File: config.mk
export PLATFORM = sky130hd
export DESIGN_NAME = lcd_sequencer
export DESIGN_NICKNAME = d
export VERILOG_FILES = /design/src/rtl/lcd_sequencer.sv
export SDC_FILE = /design/constraint.sdc
export NUM_CORES = 1
export LEC_CHECK = 0
export ABC_AREA = 1
export CORE_AREA = 5 5 79 95
export DETAILED_ROUTE_END_ITERATION = 16
export DIE_AREA = 0 0 84 100
export PLACE_DENSITY = 0.71
export SYNTH_ARGS = -nofsm -noshare
export SYNTH_HDL_FRONTEND = slang
export SYNTH_SLANG_ARGS = --single-unit
File: constraint.sdc
create_clock -name refclk -period 1.4 [get_ports refclk]
set_input_delay 0.28 -clock refclk [delete_from_list [all_inputs] [get_ports refclk]]
set_output_delay 0.28 -clock refclk [all_outputs]
set_load 0.01 [all_outputs]
File: src/rtl/lcd_sequencer.sv
// lcd_sequencer: HD44780 4-bit interface sequencer.
// Runs the power-on initialisation sequence, then accepts bytes over a valid/ready handshake.
// Each byte goes out as two nibbles. Every nibble takes three one-cycle states: setup, strobe
// and hold. The byte is then followed by the LCD execution wait.
//
// Ports:
//   refclk     in   reference clock, rising edge
//   reset      in   asynchronous active-high reset
//   in_data    in   byte to write
//   in_rs      in   register select for in_data (1 = data, 0 = command)
//   in_valid   in   in_data/in_rs valid
//   in_ready   out  sequencer can accept a byte (only after init)
//   init_done  out  init sequence complete, sticky until reset
//   lcd_data   out  LCD D7..D4
//   lcd_rs     out  LCD RS
//   lcd_e      out  LCD E strobe
//
// Optional feature macro: LCD_SEQ_LINEFEED_EN.
// When it is defined, a data byte 0x0A is sent as command 0xC0 (cursor to line 2, column 0).
module lcd_sequencer #(
   parameter int unsigned T_POWERUP = 30000,
   parameter int unsigned T_INIT1   = 8200,
   parameter int unsigned T_INIT2   = 200,
   parameter int unsigned T_CMD     = 80,
   parameter int unsigned T_CLEAR   = 3280,
   parameter int unsigned CNT_W     = 15
) (
   input  logic       refclk,
   input  logic       reset,
   input  logic [7:0] in_data,
   input  logic       in_rs,
   input  logic       in_valid,
   output logic       in_ready,
   output logic       init_done,
   output logic [3:0] lcd_data,
   output logic       lcd_rs,
   output logic       lcd_e
);

   localparam logic [CNT_W-1:0] CntPowerup = CNT_W'(T_POWERUP);
   localparam logic [CNT_W-1:0] CntInit1   = CNT_W'(T_INIT1);
   localparam logic [CNT_W-1:0] CntInit2   = CNT_W'(T_INIT2);
   localparam logic [CNT_W-1:0] CntCmd     = CNT_W'(T_CMD);
   localparam logic [CNT_W-1:0] CntClear   = CNT_W'(T_CLEAR);

   typedef enum logic [2:0] {
      StPwrup, StInitNib, StInitByte, StNsetup, StNstrobe, StNhold, StWait, StIdle
   } state_e;

   state_e           state_q, state_d;
   logic [CNT_W-1:0] cnt_q, cnt_d;
   logic [CNT_W-1:0] wait_q, wait_d;
   logic [3:0]       step_q, step_d;
   logic [3:0]       lo_nib_q, lo_nib_d;
   logic             lo_pend_q, lo_pend_d;
   logic [3:0]       data_q, data_d;
   logic             rs_q, rs_d;
   logic             e_q, ready_q, done_q, done_d;

   logic             cnt_last;
   logic [7:0]       init_val;
   logic [CNT_W-1:0] init_wait;
   logic [7:0]       acc_val;
   logic             acc_rs;
   logic [CNT_W-1:0] acc_wait;

   // A wait of T cycles leaves its state on the T-th edge after entry.
   assign cnt_last = (cnt_q <= CNT_W'(1));

   // Init steps 0..3 are single nibbles (low half of init_val). Steps 4..8 are full bytes.
   always_comb begin
      init_val  = 8'h0C;
      init_wait = CntCmd;
      case (step_q)
         4'd0: begin init_val = 8'h03; init_wait = CntInit1; end
         4'd1: begin init_val = 8'h03; init_wait = CntInit2; end
         4'd2: begin init_val = 8'h03; init_wait = CntCmd;   end
         4'd3: begin init_val = 8'h02; init_wait = CntCmd;   end
         4'd4: begin init_val = 8'h28; init_wait = CntCmd;   end
         4'd5: begin init_val = 8'h08; init_wait = CntCmd;   end
         4'd6: begin init_val = 8'h01; init_wait = CntClear; end
         4'd7: begin init_val = 8'h06; init_wait = CntCmd;   end
         default: begin init_val = 8'h0C; init_wait = CntCmd; end
      endcase
   end

   // Byte actually written for an accepted request, and the wait that follows it.
   always_comb begin
      acc_val = in_data;
      acc_rs  = in_rs;
`ifdef LCD_SEQ_LINEFEED_EN
      if (in_rs && (in_data == 8'h0A)) begin
         acc_val = 8'hC0;
         acc_rs  = 1'b0;
      end
`endif
      // Clear (0x01) and return-home (0x02/0x03) need the long execution time.
      if (!acc_rs && (acc_val inside {8'h01, 8'h02, 8'h03})) acc_wait = CntClear;
      else                                                   acc_wait = CntCmd;
   end

   always_comb begin
      state_d   = state_q;
      cnt_d     = cnt_q;
      wait_d    = wait_q;
      step_d    = step_q;
      lo_nib_d  = lo_nib_q;
      lo_pend_d = lo_pend_q;
      data_d    = data_q;
      rs_d      = rs_q;
      done_d    = done_q;
      case (state_q)
         StPwrup: begin
            if (cnt_last) state_d = StInitNib;
            else          cnt_d   = cnt_q - CNT_W'(1);
         end
         StInitNib: begin
            data_d    = init_val[3:0];
            rs_d      = 1'b0;
            lo_pend_d = 1'b0;
            wait_d    = init_wait;
            state_d   = StNsetup;
         end
         StInitByte: begin
            data_d    = init_val[7:4];
            lo_nib_d  = init_val[3:0];
            rs_d      = 1'b0;
            lo_pend_d = 1'b1;
            wait_d    = init_wait;
            state_d   = StNsetup;
         end
         StNsetup:  state_d = StNstrobe;
         StNstrobe: state_d = StNhold;
         StNhold: begin
            if (lo_pend_q) begin
               data_d    = lo_nib_q;
               lo_pend_d = 1'b0;
               state_d   = StNsetup;
            end else begin
               cnt_d   = wait_q;
               state_d = StWait;
            end
         end
         StWait: begin
            if (!cnt_last) begin
               cnt_d = cnt_q - CNT_W'(1);
            end else if (done_q) begin
               state_d = StIdle;
            end else if (step_q == 4'd8) begin
               done_d  = 1'b1;
               state_d = StIdle;
            end else begin
               step_d  = step_q + 4'd1;
               state_d = (step_q < 4'd3) ? StInitNib : StInitByte;
            end
         end
         StIdle: begin
            if (in_valid) begin
               data_d    = acc_val[7:4];
               lo_nib_d  = acc_val[3:0];
               rs_d      = acc_rs;
               lo_pend_d = 1'b1;
               wait_d    = acc_wait;
               state_d   = StNsetup;
            end
         end
         default: state_d = StPwrup;
      endcase
   end

   // Outputs are registered from the next state, so they change exactly on the transition edge.
   always_ff @(posedge refclk or posedge reset) begin
      if (reset) begin
         state_q   <= StPwrup;
         cnt_q     <= CntPowerup;
         wait_q    <= '0;
         step_q    <= '0;
         lo_nib_q  <= '0;
         lo_pend_q <= 1'b0;
         data_q    <= '0;
         rs_q      <= 1'b0;
         e_q       <= 1'b0;
         ready_q   <= 1'b0;
         done_q    <= 1'b0;
      end else begin
         state_q   <= state_d;
         cnt_q     <= cnt_d;
         wait_q    <= wait_d;
         step_q    <= step_d;
         lo_nib_q  <= lo_nib_d;
         lo_pend_q <= lo_pend_d;
         data_q    <= data_d;
         rs_q      <= rs_d;
         e_q       <= (state_d == StNstrobe);
         ready_q   <= (state_d == StIdle);
         done_q    <= done_d;
      end
   end

   assign lcd_data  = data_q;
   assign lcd_rs    = rs_q;
   assign lcd_e     = e_q;
   assign in_ready  = ready_q;
   assign init_done = done_q;

endmodule

==> results of run 1 <==
-- final cells by class --
| type | count | area [um2] |
|---|---|---|
| Inverter | 36 | 155 |
| Fill cell | 565 | 2580 |
| Multi-Input combinational cell | 250 | 1630 |
| Tap cell | 85 | 106 |
| Clock inverter | 2 | 10.0 |
| Sequential cell | 41 | 1040 |
| Clock buffer | 6 | 72.6 |
| Timing Repair Buffer | 94 | 810 |
-- state kept, by name, indices dropped and copies added, names as in the netlist --
register / count
cnt_q: 15
in_ready: 1
init_done: 1
lcd_data: 4
lcd_e: 1
lcd_rs: 1
lo_nib_q: 4
lo_pend_q: 1
state_q: 3
step_q: 4
wait_q: 6
-- metal layers --
metal	share of wire, %	wire length [um]	GRT usage, %
met1	40	2880	18.2
met4	2.4	176	6.81
met3	3.3	243	2.87
met5	0	0	0
met2	55	3960	30.2
-- stage by stage --
step	std cells	total power, mW	hold slack (ns)	worst slack (ns)
after global placement	486	1.28	0.462	-0.100
after CTS	500	2.06	0.338	-0.114
after floorplan	332	1.23	0.425	0.00180
after global routing	514	2.10	0.387	-0.282
final	514	2.03	0.331	-0.152
after detailed placement	486	1.28	0.467	-0.129
-- cells by family (layout without fill, tap and decap cells) --
group           after synthesis  count (layout)  share of synthesized area (%)
buf+inv                      42             138                           7.18
flops                        41              41                           41.2
fa+ha+maj                     9               9                           4.49
simple gates                173             173                           29.9
xor+xnor                      7               7                           2.44
compound gates               60              61                           14.8
-- power by group --
part	internal, mW	total, mW	switching (mW)
sequential	1.18	1.18	0
combinational	0.0373	0.0760	0.0387
clock	0.346	0.770	0.424
-- cell usage in the layout, fill, tap and decap left out, drive strengths merged, types with 2 or more instances in the layout --
cell / n
a31oi: 6
o21ai: 27
clkinv: 2
ha: 9
clkbuf: 6
nand2: 100
nor2: 45
o21bai: 3
dlygate4sd2: 8
dfstp: 7
or2: 4
dfrtp: 34
nor3: 5
inv: 36
o21a: 2
o31ai: 2
nand3: 15
buf: 75
a22oi: 3
xor2: 7
o211ai: 2
a21oi: 15
clkdlybuf4s50: 11
nand4: 3
-- worst min-delay path, delay by kind of cell --
kind	cells	cell delay (ns)
buffers and inverters	3	0.72
-- timing repair --
| item | CTS | global route |
|---|---|---|
| gates resized for setup | 30 | 92 |
| gates cloned | 1 | 1 |
| setup buffers | 5 | 14 |
| setup endpoints to repair | 39 | 37 |
| pin swaps | 6 | 29 |
-- Yosys cell counts (2+ instances only) --
cell / count / area (um2)
nand4_1: 3 / 18.8
dfrtp_1: 34 / 851
or2_2: 4 / 25.0
o21a_1: 2 / 15.0
nor2_2: 4 / 25.0
buf_2: 2 / 10.0
dfstp_2: 7 / 184
a21oi_1: 14 / 70.1
a22oi_1: 3 / 22.5
inv_2: 8 / 30.0
nor2_1: 40 / 150
o211ai_1: 2 / 15.0
inv_1: 27 / 101
xor2_1: 7 / 61.3
ha_1: 9 / 113
nand3_1: 14 / 70.1
o21ai_1: 17 / 85.1
o31ai_1: 2 / 15.0
nand2_4: 3 / 33.8
nor3_1: 5 / 25.0
o21ai_0: 9 / 45.0
nand2_2: 4 / 25.0
nand2_1: 93 / 349
buf_4: 3 / 22.5
a31oi_1: 5 / 31.3
-- worst max-delay path by stage --
stage	from	end	slack, ns	cells past startpoint
6_report	cnt_q[11]	cnt_q[2]	-0.15	9
5_1_grt	cnt_q[11]	cnt_q[2]	-0.28	9
3_3_place_gp	in_valid	lcd_data[1]	-0.10	5
2_1_floorplan	cnt_q[4]	cnt_q[0]	0.002	8
4_1_cts	cnt_q[10]	cnt_q[13]	-0.11	9
3_5_place_dp	cnt_q[1]	cnt_q[2]	-0.13	10
==> flow_summary_export.csv, run 1 <==
group,metric,value,unit
clocking,htreeDepth,2,
die,rows,32,
synthesis,avgSynthCellArea,7.56,um2
clocking,clkLatencyLatePin,0.30,ns
global_routing,grt.overflow.total,0,
synthesis,synth_seq_cells,41,
worst_hold_path,hold_path_class,"in -> async",
status,status,"complete, but fails checks",
global_routing,antenna_found_initial,0,
critical_path,cp-start-kind,"flop",
clocking,cts_hold_buf,0,
cells_and_area,diodes,0,
placed_design,dpl-instance-area,3200,um2
die,io_pins,20,
critical_path,timing.rr.end,"cnt_q[2]",
die,core-area,6410,um2
cells_and_area,final_area,3820,um2
die,die_w,84,um
global_routing,grt_usage,16.2,%
critical_path,worst-path-buf-inv,1,
synthesis,synth-edff-count,0,
power,peakVddDrop,0.000503,V
power,p_per_area,531,nW/um2
clocking,clk_pin_slew,0.08,ns
critical_path,cp_max_fo,6,
synthesis,synthCells,332,
timing,fmax,644,MHz
cells_and_area,final_util,59.6,%
synthesis,synth.yosys.warnings,0,
global_routing,grt_max_degree,42,
route,wl,7.26,mm
die,initial_core_util,39.2,%
clocking,cts_tree,"built",
critical_path,reg2reg_depth,9,
route,viasPerCell,5.08,
placed_design,dp_hpwl,4.72,mm
clocking,cts_made_buffers,5,
critical_path,path_delay_family,"simple AND/OR/NAND/NOR gates",
die,die_h,100,um
timing,setup_viol,28,
timing,rsz0062_at_grt,"true",
synthesis,ys_seq_area_share,41.2,%
timing,final-max-slew-violation-count,0,
critical_path,crit_type,"reg -> reg",
timing,worst_pin_slew,0.382,ns
critical_path,crit_slowest_cell,"dfrtp_1",
timing,fin_crit_sh,111,%
clocking,numClockSinks,41,
route,postRouteAntennaNets,0,
timing,skew,0.0139,ns
synthesis,synth_cell_types,36,
timing,timing.setup.tns,-2.59,ns
route,drc,0,
synthesis,synth_area,2510,um2
die,die-area,8400,um2
synthesis,synth_flop_cell,"dfrtp_1",
critical_path,path_cells,"nor2_2 -> nand2_1 -> nor2_2 -> nand2_2 -> nand2_4 -> inv_4 -> o21bai_4 -> nand2_1 -> o21ai_1",
critical_path,r2r_start,"cnt_q[11]",
route,vias,2613,
status,violations,"negative setup slack",
flow_run,maxCapViolations,0,
timing,setup_ws,-0.152,ns
route,drtPass1Iterations,4,
cells_and_area,syn_to_final_growth,52.2,%
power,p_leak,1.77,nW
critical_path,cpPeakStageDelay,0.44,ns
timing,slew_headroom,74.2,%
route,drt_iter0_markers,120,
critical_path,worstPathRequired,1.63,ns
placed_design,globalplace.congestion,0.906,
placed_design,numPortBuffers,19,
critical_path,end_kind,"flop",
cells_and_area,drive_above_1_share,43.1,%
timing,min_period,1.55,ns
timing,hold_viol_final,0,
synthesis,synthesis.nets,353,
cells_and_area,fin_nets,449,
critical_path,arrival,1.78,ns
global_routing,grt_pass1_wl,11.1,mm
clocking,cts-root-buf,"clkbuf_8",
route,wl_per_cell,14.1,um
critical_path,rrSetupSlack,-0.15,ns
clocking,max-clock-path-buffers,2,
global_routing,grt_pass1_vias,2522,
synthesis,synthArstFlopShare,100,%
Power figures use the tool's default switching activity.
==> run 2: changes to the inputs <==
--- a/config.mk
+++ b/config.mk
@@ -6,10 +6,11 @@
 export NUM_CORES = 1
 export LEC_CHECK = 0
 export ABC_AREA = 1
-export CORE_AREA = 5 5 79 95
+export CORE_AREA = 5 5 73 102
 export DETAILED_ROUTE_END_ITERATION = 16
-export DIE_AREA = 0 0 84 100
-export PLACE_DENSITY = 0.71
+export DIE_AREA = 0 0 78 107
+export PLACE_DENSITY = 0.72
+export SLEW_MARGIN = 25
 export SYNTH_ARGS = -nofsm -noshare
 export SYNTH_HDL_FRONTEND = slang
 export SYNTH_SLANG_ARGS = --single-unit
==> flow_summary_export.csv, run 2 (synthesis gave the netlist of run 1 again) <==
group,metric,value,unit
placed_design,numPortBuffers,19,
cells_and_area,final_cell_mix,"nand2_1, buf_4, nor2_1, dfrtp_1, inv_1",
power,seqPwrFrac,52.3,%
cells_and_area,syn_to_final_growth,47.8,%
timing,final-max-slew-violation-count,0,
cells_and_area,multi_input_area,1530,um2
timing,fmax,641,MHz
power,total_power,2.27,mW
die,initial_core_util,39.0,%
timing,setup_ws,-0.161,ns
route,postRouteAntennaNets,0,
die,die-area,8350,um2
global_routing,busiest_layer,"met2",
cells_and_area,fin_nets,446,
placed_design,dp_hpwl,4.86,mm
route,drtPass1Iterations,4,
cells_and_area,top_register,"cnt_q",
die,die_h,107,um
critical_path,worstPathRequired,1.64,ns
power,peakVddDrop,0.000584,V
critical_path,crit_path_frequent_cell,"nand2_1",
cells_and_area,reg_top3,"cnt_q x15, wait_q x6",
clocking,cts_tree,"built",
critical_path,cp_max_fo,10,
clocking,clkLatencyLatePin,0.30,ns
route,wl,7.25,mm
clocking,cts-root-buf,"clkbuf_8",
critical_path,arrival,1.80,ns
status,status,"complete, but fails checks",
cells_and_area,fill_cells,527,
global_routing,grt_max_degree,42,
global_routing,met2_usage,31.2,%
global_routing,antenna_found_initial,0,
flow_run,maxCapViolations,0,
critical_path,path_cells,"nor2_2 -> nand2_2 -> nor2_1 -> nand2_1 -> nand2_4 -> a21oi_4 -> buf_6 -> o211ai_1 -> nand2_1",
timing,slew_headroom,76.1,%
critical_path,end_kind,"flop",
global_routing,grt_usage,17.2,%
global_routing,use_met3,3.11,%
global_routing,grt_pass1_wl,11.7,mm
cells_and_area,drive_above_1_share,39.0,%
critical_path,crit_slowest_cell,"dfstp_2",
cells_and_area,seq_area,1040,um2
placed_design,globalplace.congestion,0.896,
clocking,cts_made_buffers,5,
route,wl_per_cell,14.5,um
clocking,htreeDepth,2,
route,drc,0,
power,power_switching,461,uW
die,rows,35,
timing,rsz0062_at_grt,"true",
timing,skew,0.00427,ns
global_routing,grt_pass1_vias,2570,
timing,hold_viol_final,0,
power,p_comb_share,3.4,%
power,p_int,1.80,mW
timing,fin_crit_sh,111,%
die,core-area,6440,um2
timing,min_period,1.56,ns
status,violations,"negative setup slack",
route,viasPerCell,5.13,
critical_path,cp-start-kind,"flop",
timing,setup_viol,23,
route,drt_iter0_markers,145,
global_routing,gr-usage-met1,19.3,%
cells_and_area,diodes,0,
critical_path,crit_type,"reg -> reg",
power,clock_power_share,44.3,%
critical_path,cpPeakStageDelay,0.58,ns
route,vias,2567,
placed_design,dp_slack,-0.143,ns
power,p_leak,1.72,nW
power,p_per_area,611,nW/um2
die,io_pins,20,
worst_hold_path,hold_path_class,"in -> async",
global_routing,grt.overflow.total,0,
clocking,clk_pin_slew,0.08,ns
timing,worst_pin_slew,0.354,ns
clocking,max-clock-path-buffers,2,
cells_and_area,final_common_cell,"nand2_1",
die,die_w,78,um
power,power.share.switching,20.3,%
clocking,numClockSinks,41,
cells_and_area,largest_reg_flops,15,
-- run 2: critical path, delay by kind of cell (launching register included) --
kind | cells | cell delay [ns]
AND/OR/NAND/NOR | 6 | 0.49
buffers and inverters | 1 | 0.17
AO/OA/AOI/OAI | 2 | 0.27
flip-flops | 1 | 0.58
-- run 2: cell type report --
type	count	area share, %
multi-input combinational	250	41.4
clock inverter	1	0.810
timing repair buffer	91	20.8
tap	74	2.50
clock buffer	7	2.33
inverter	36	4.18
sequential	41	28.0
-- run 2: metrics by stage --
stage | area [um2] | hold slack (ns) | utilization, % | TNS (ns) | cells
after global placement | 3220 | 0.459 | 50.0 | -2.15 | 480
after detailed placement | 3220 | 0.477 | 50.0 | -2.77 | 480
after global routing | 3710 | 0.365 | 57.6 | -5.09 | 500
after floorplan | 2510 | 0.425 | - | 0 | 332
final | 3710 | 0.339 | 57.6 | -2.55 | 500
after CTS | 3530 | 0.351 | 54.8 | -1.69 | 497
-- run 2: power groups by stage --
stage,Sequential [mW],Clock (mW),Combinational (mW)
after global routing,1.18,1.07,0.0845
after detailed placement,1.21,0,0.0779
final,1.18,1.00,0.0776
after CTS,1.18,1.02,0.0794
after floorplan,1.21,0,0.0186
after global placement,1.21,0,0.0778
-- run 2: what timing repair did --
item | CTS | global route
gates resized for setup | 46 | 51
setup endpoints to repair | 39 | 40
buffers inserted | 8 | 2
hold buffers | 0 | 0
cloned | 1 | 1
pin swaps | 17 | 11
-- run 2: worst paths after layout --
path | start | to | slack [ns] | depth (start not counted)
worst max-delay path | cnt_q[8] | cnt_q[13] | -0.16 | 9
worst min-delay path | reset | cnt_q[11] | 0.34 | 3
worst max register to register | cnt_q[8] | cnt_q[13] | -0.16 | 9
worst min register to register | lcd_data[0] | lcd_data[0] | 0.49 | 2
max in group asynchronous | reset | cnt_q[13] | 0.79 | 3
min in group refclk | lcd_data[0] | lcd_data[0] | 0.49 | 2
-- run 2: metal layers --
metal  up-vias  share of wire [%]  wire [um]
li1       1268                  -          -
met1      1220                 38       2790
met2        59                 55       4000
met3        20                3.7        267
met4         0                2.6        189
met5         -                  0          0
==> run 3: changes to the inputs <==
--- a/config.mk
+++ b/config.mk
@@ -6,10 +6,12 @@
 export NUM_CORES = 1
 export LEC_CHECK = 0
 export ABC_AREA = 1
+export ABC_CLOCK_PERIOD_IN_PS = 1400
 export CORE_AREA = 5 5 73 102
 export DETAILED_ROUTE_END_ITERATION = 16
 export DIE_AREA = 0 0 78 107
 export PLACE_DENSITY = 0.72
+export SKIP_LAST_GASP = 1
 export SLEW_MARGIN = 25
 export SYNTH_ARGS = -nofsm -noshare
 export SYNTH_HDL_FRONTEND = slang
==> flow_summary_export.csv, run 3 (synthesis gave the netlist of run 1 again) <==
group,metric,value,unit
clocking,numClockSinks,41,
critical_path,cp-start-kind,"flop",
timing,fin_crit_sh,112,%
cells_and_area,fill_cells,508,
power,p_comb_share,3.4,%
cells_and_area,top_register,"cnt_q",
die,rows,35,
timing,rsz0062_at_grt,"true",
critical_path,crit_path_frequent_cell,"nand2_1",
critical_path,crit_slowest_cell,"dfstp_2",
power,peakVddDrop,0.000574,V
critical_path,arrival,1.76,ns
route,viasPerCell,5.24,
global_routing,grt_max_degree,42,
cells_and_area,diodes,0,
die,die_h,107,um
route,drc,0,
global_routing,grt_pass1_vias,2563,
timing,final-max-slew-violation-count,0,
route,drt_iter0_markers,229,
critical_path,timing.rr.end,"cnt_q[0]",
worst_hold_path,hold_path_class,"in -> async",
die,die-area,8350,um2
power,p_int,1.80,mW
cells_and_area,syn_to_final_growth,51.5,%
cells_and_area,drive_above_1_share,41.1,%
power,clock_power_share,44.4,%
critical_path,reg2reg_depth,8,
route,postRouteAntennaNets,0,
route,vias,2647,
critical_path,cpPeakStageDelay,0.58,ns
clocking,clkLatencyLatePin,0.30,ns
cells_and_area,reg_top3,"cnt_q x15, wait_q x6",
timing,slew_headroom,81.1,%
clocking,htreeDepth,2,
critical_path,rrSetupSlack,-0.17,ns
route,wl_per_cell,15.0,um
cells_and_area,stdcell_count,505,
placed_design,dp_slack,-0.143,ns
cells_and_area,largest_reg_flops,15,
clocking,cts_tree,"built",
timing,hold_viol_final,0,
timing,worst_pin_slew,0.283,ns
placed_design,numPortBuffers,19,
clocking,clk_pin_slew,0.08,ns
placed_design,place_inst,480,
power,p_per_area,597,nW/um2
cells_and_area,fin_nets,451,
timing,setup_ws,-0.167,ns
global_routing,antenna_found_initial,0,
global_routing,grt_usage,17.1,%
timing,setup_viol,30,
placed_design,dp_hpwl,4.86,mm
route,drtPass1Iterations,4,
die,initial_core_util,39.0,%
global_routing,grt.overflow.total,0,
clocking,max-clock-path-buffers,2,
clocking,cts-root-buf,"clkbuf_8",
critical_path,end_kind,"flop",
critical_path,crit_type,"reg -> reg",
timing,min_period,1.57,ns
route,wl,7.58,mm
die,die_w,78,um
critical_path,path_cells,"nor2_2 -> nand2_1 -> nor2_1 -> nand2_1 -> nand2_4 -> a21oi_4 -> buf_2 -> o21ai_1",
die,io_pins,20,
critical_path,endpoint,"cnt_q[0]",
critical_path,worstPathRequired,1.59,ns
placed_design,globalplace.congestion,0.896,
power,power_switching,465,uW
power,seqPwrFrac,52.2,%
global_routing,grt_pass1_wl,11.6,mm
timing,skew,0.00342,ns
die,core-area,6440,um2
cells_and_area,final_cell_mix,"nand2_1, buf_4, dfrtp_1",
power,total_power,2.27,mW
status,status,"complete, but fails checks",
clocking,cts_made_buffers,5,
cells_and_area,final_common_cell,"nand2_1",
power,p_leak,1.76,nW
critical_path,cp_max_fo,6,
status,violations,"negative setup slack",
flow_run,maxCapViolations,0,
critical_path,crit_path_start,"cnt_q[5]",
critical_path,r2r_start,"cnt_q[5]",
timing,fmax,638,MHz
power,power.share.switching,20.5,%
run 3: changes by cell type in the layout (fill, tap and decap cells not counted), moves of 2 or more:
| cell | delta |
|---|---|
| buf_4 | +2 |
| nor2_1 | -3 |
| buf_6 | +2 |
| inv_2 | -2 |
| inv_4 | +2 |
| nor2_4 | +3 |
run 3: power by group through the flow:
stage,logic (mW),clock network (mW),registers [mW]
floorplan,0.0186,0,1.21
global placement,0.0778,0,1.21
detailed placement,0.0779,0,1.21
CTS,0.0794,1.02,1.18
global route,0.0846,1.07,1.18
finish,0.0771,1.01,1.18
run 3: per-stage QoR:
step	setup TNS, ns	hold slack [ns]	area (um2)	util [%]
CTS	-1.81	0.351	3520	54.6
detailed placement	-2.77	0.477	3220	50.0
floorplan	0	0.425	2510	-
global placement	-2.15	0.459	3220	50.0
finish	-2.93	0.336	3800	59.1
global route	-5.15	0.365	3800	59.1
run 3: final cells by class:
class / instances / area (um2) / area share, %
Inverter: 36 / 160 / 4.21
Multi-Input combinational cell: 250 / 1570 / 41.3
Tap cell: 74 / 92.6 / 2.44
Timing Repair Buffer: 96 / 825 / 21.7
Clock inverter: 1 / 30.0 / 0.790
Clock buffer: 7 / 86.3 / 2.27
Sequential cell: 41 / 1040 / 27.3
run 3: how the worst min path moves through the flow:
stage | to | depth (start not counted)
after floorplan | lcd_rs | 2
after global placement | lcd_data[0] | 2
after detailed placement | lcd_data[0] | 2
after CTS | lcd_data[0] | 3
after global routing | lcd_data[0] | 3
final | cnt_q[11] | 3
run 3: what timing repair did:
item | CTS | global route
pin swaps | 15 | 21
endpoints found under the setup margin | 39 | 40
buffers inserted | 8 | 7
resized for setup | 41 | 72
gates cloned | 1 | 1
hold buffers | 0 | 0
run 3: routing by layer:
layer,track usage [%],up-vias,share of wire (%)
li1,-,1276,-
met4,7.97,0,3.5
met1,19.4,1265,37
met5,0,-,0
met2,30.7,79,55
met3,3.11,27,4.1
run 3: critical path, delay by kind of cell (launching register included):
kind	cells	cell delay, ns
AO/OA/AOI/OAI	2	0.25
buffers and inverters	1	0.21
flip-flops	1	0.58
AND/OR/NAND/NOR	5	0.41
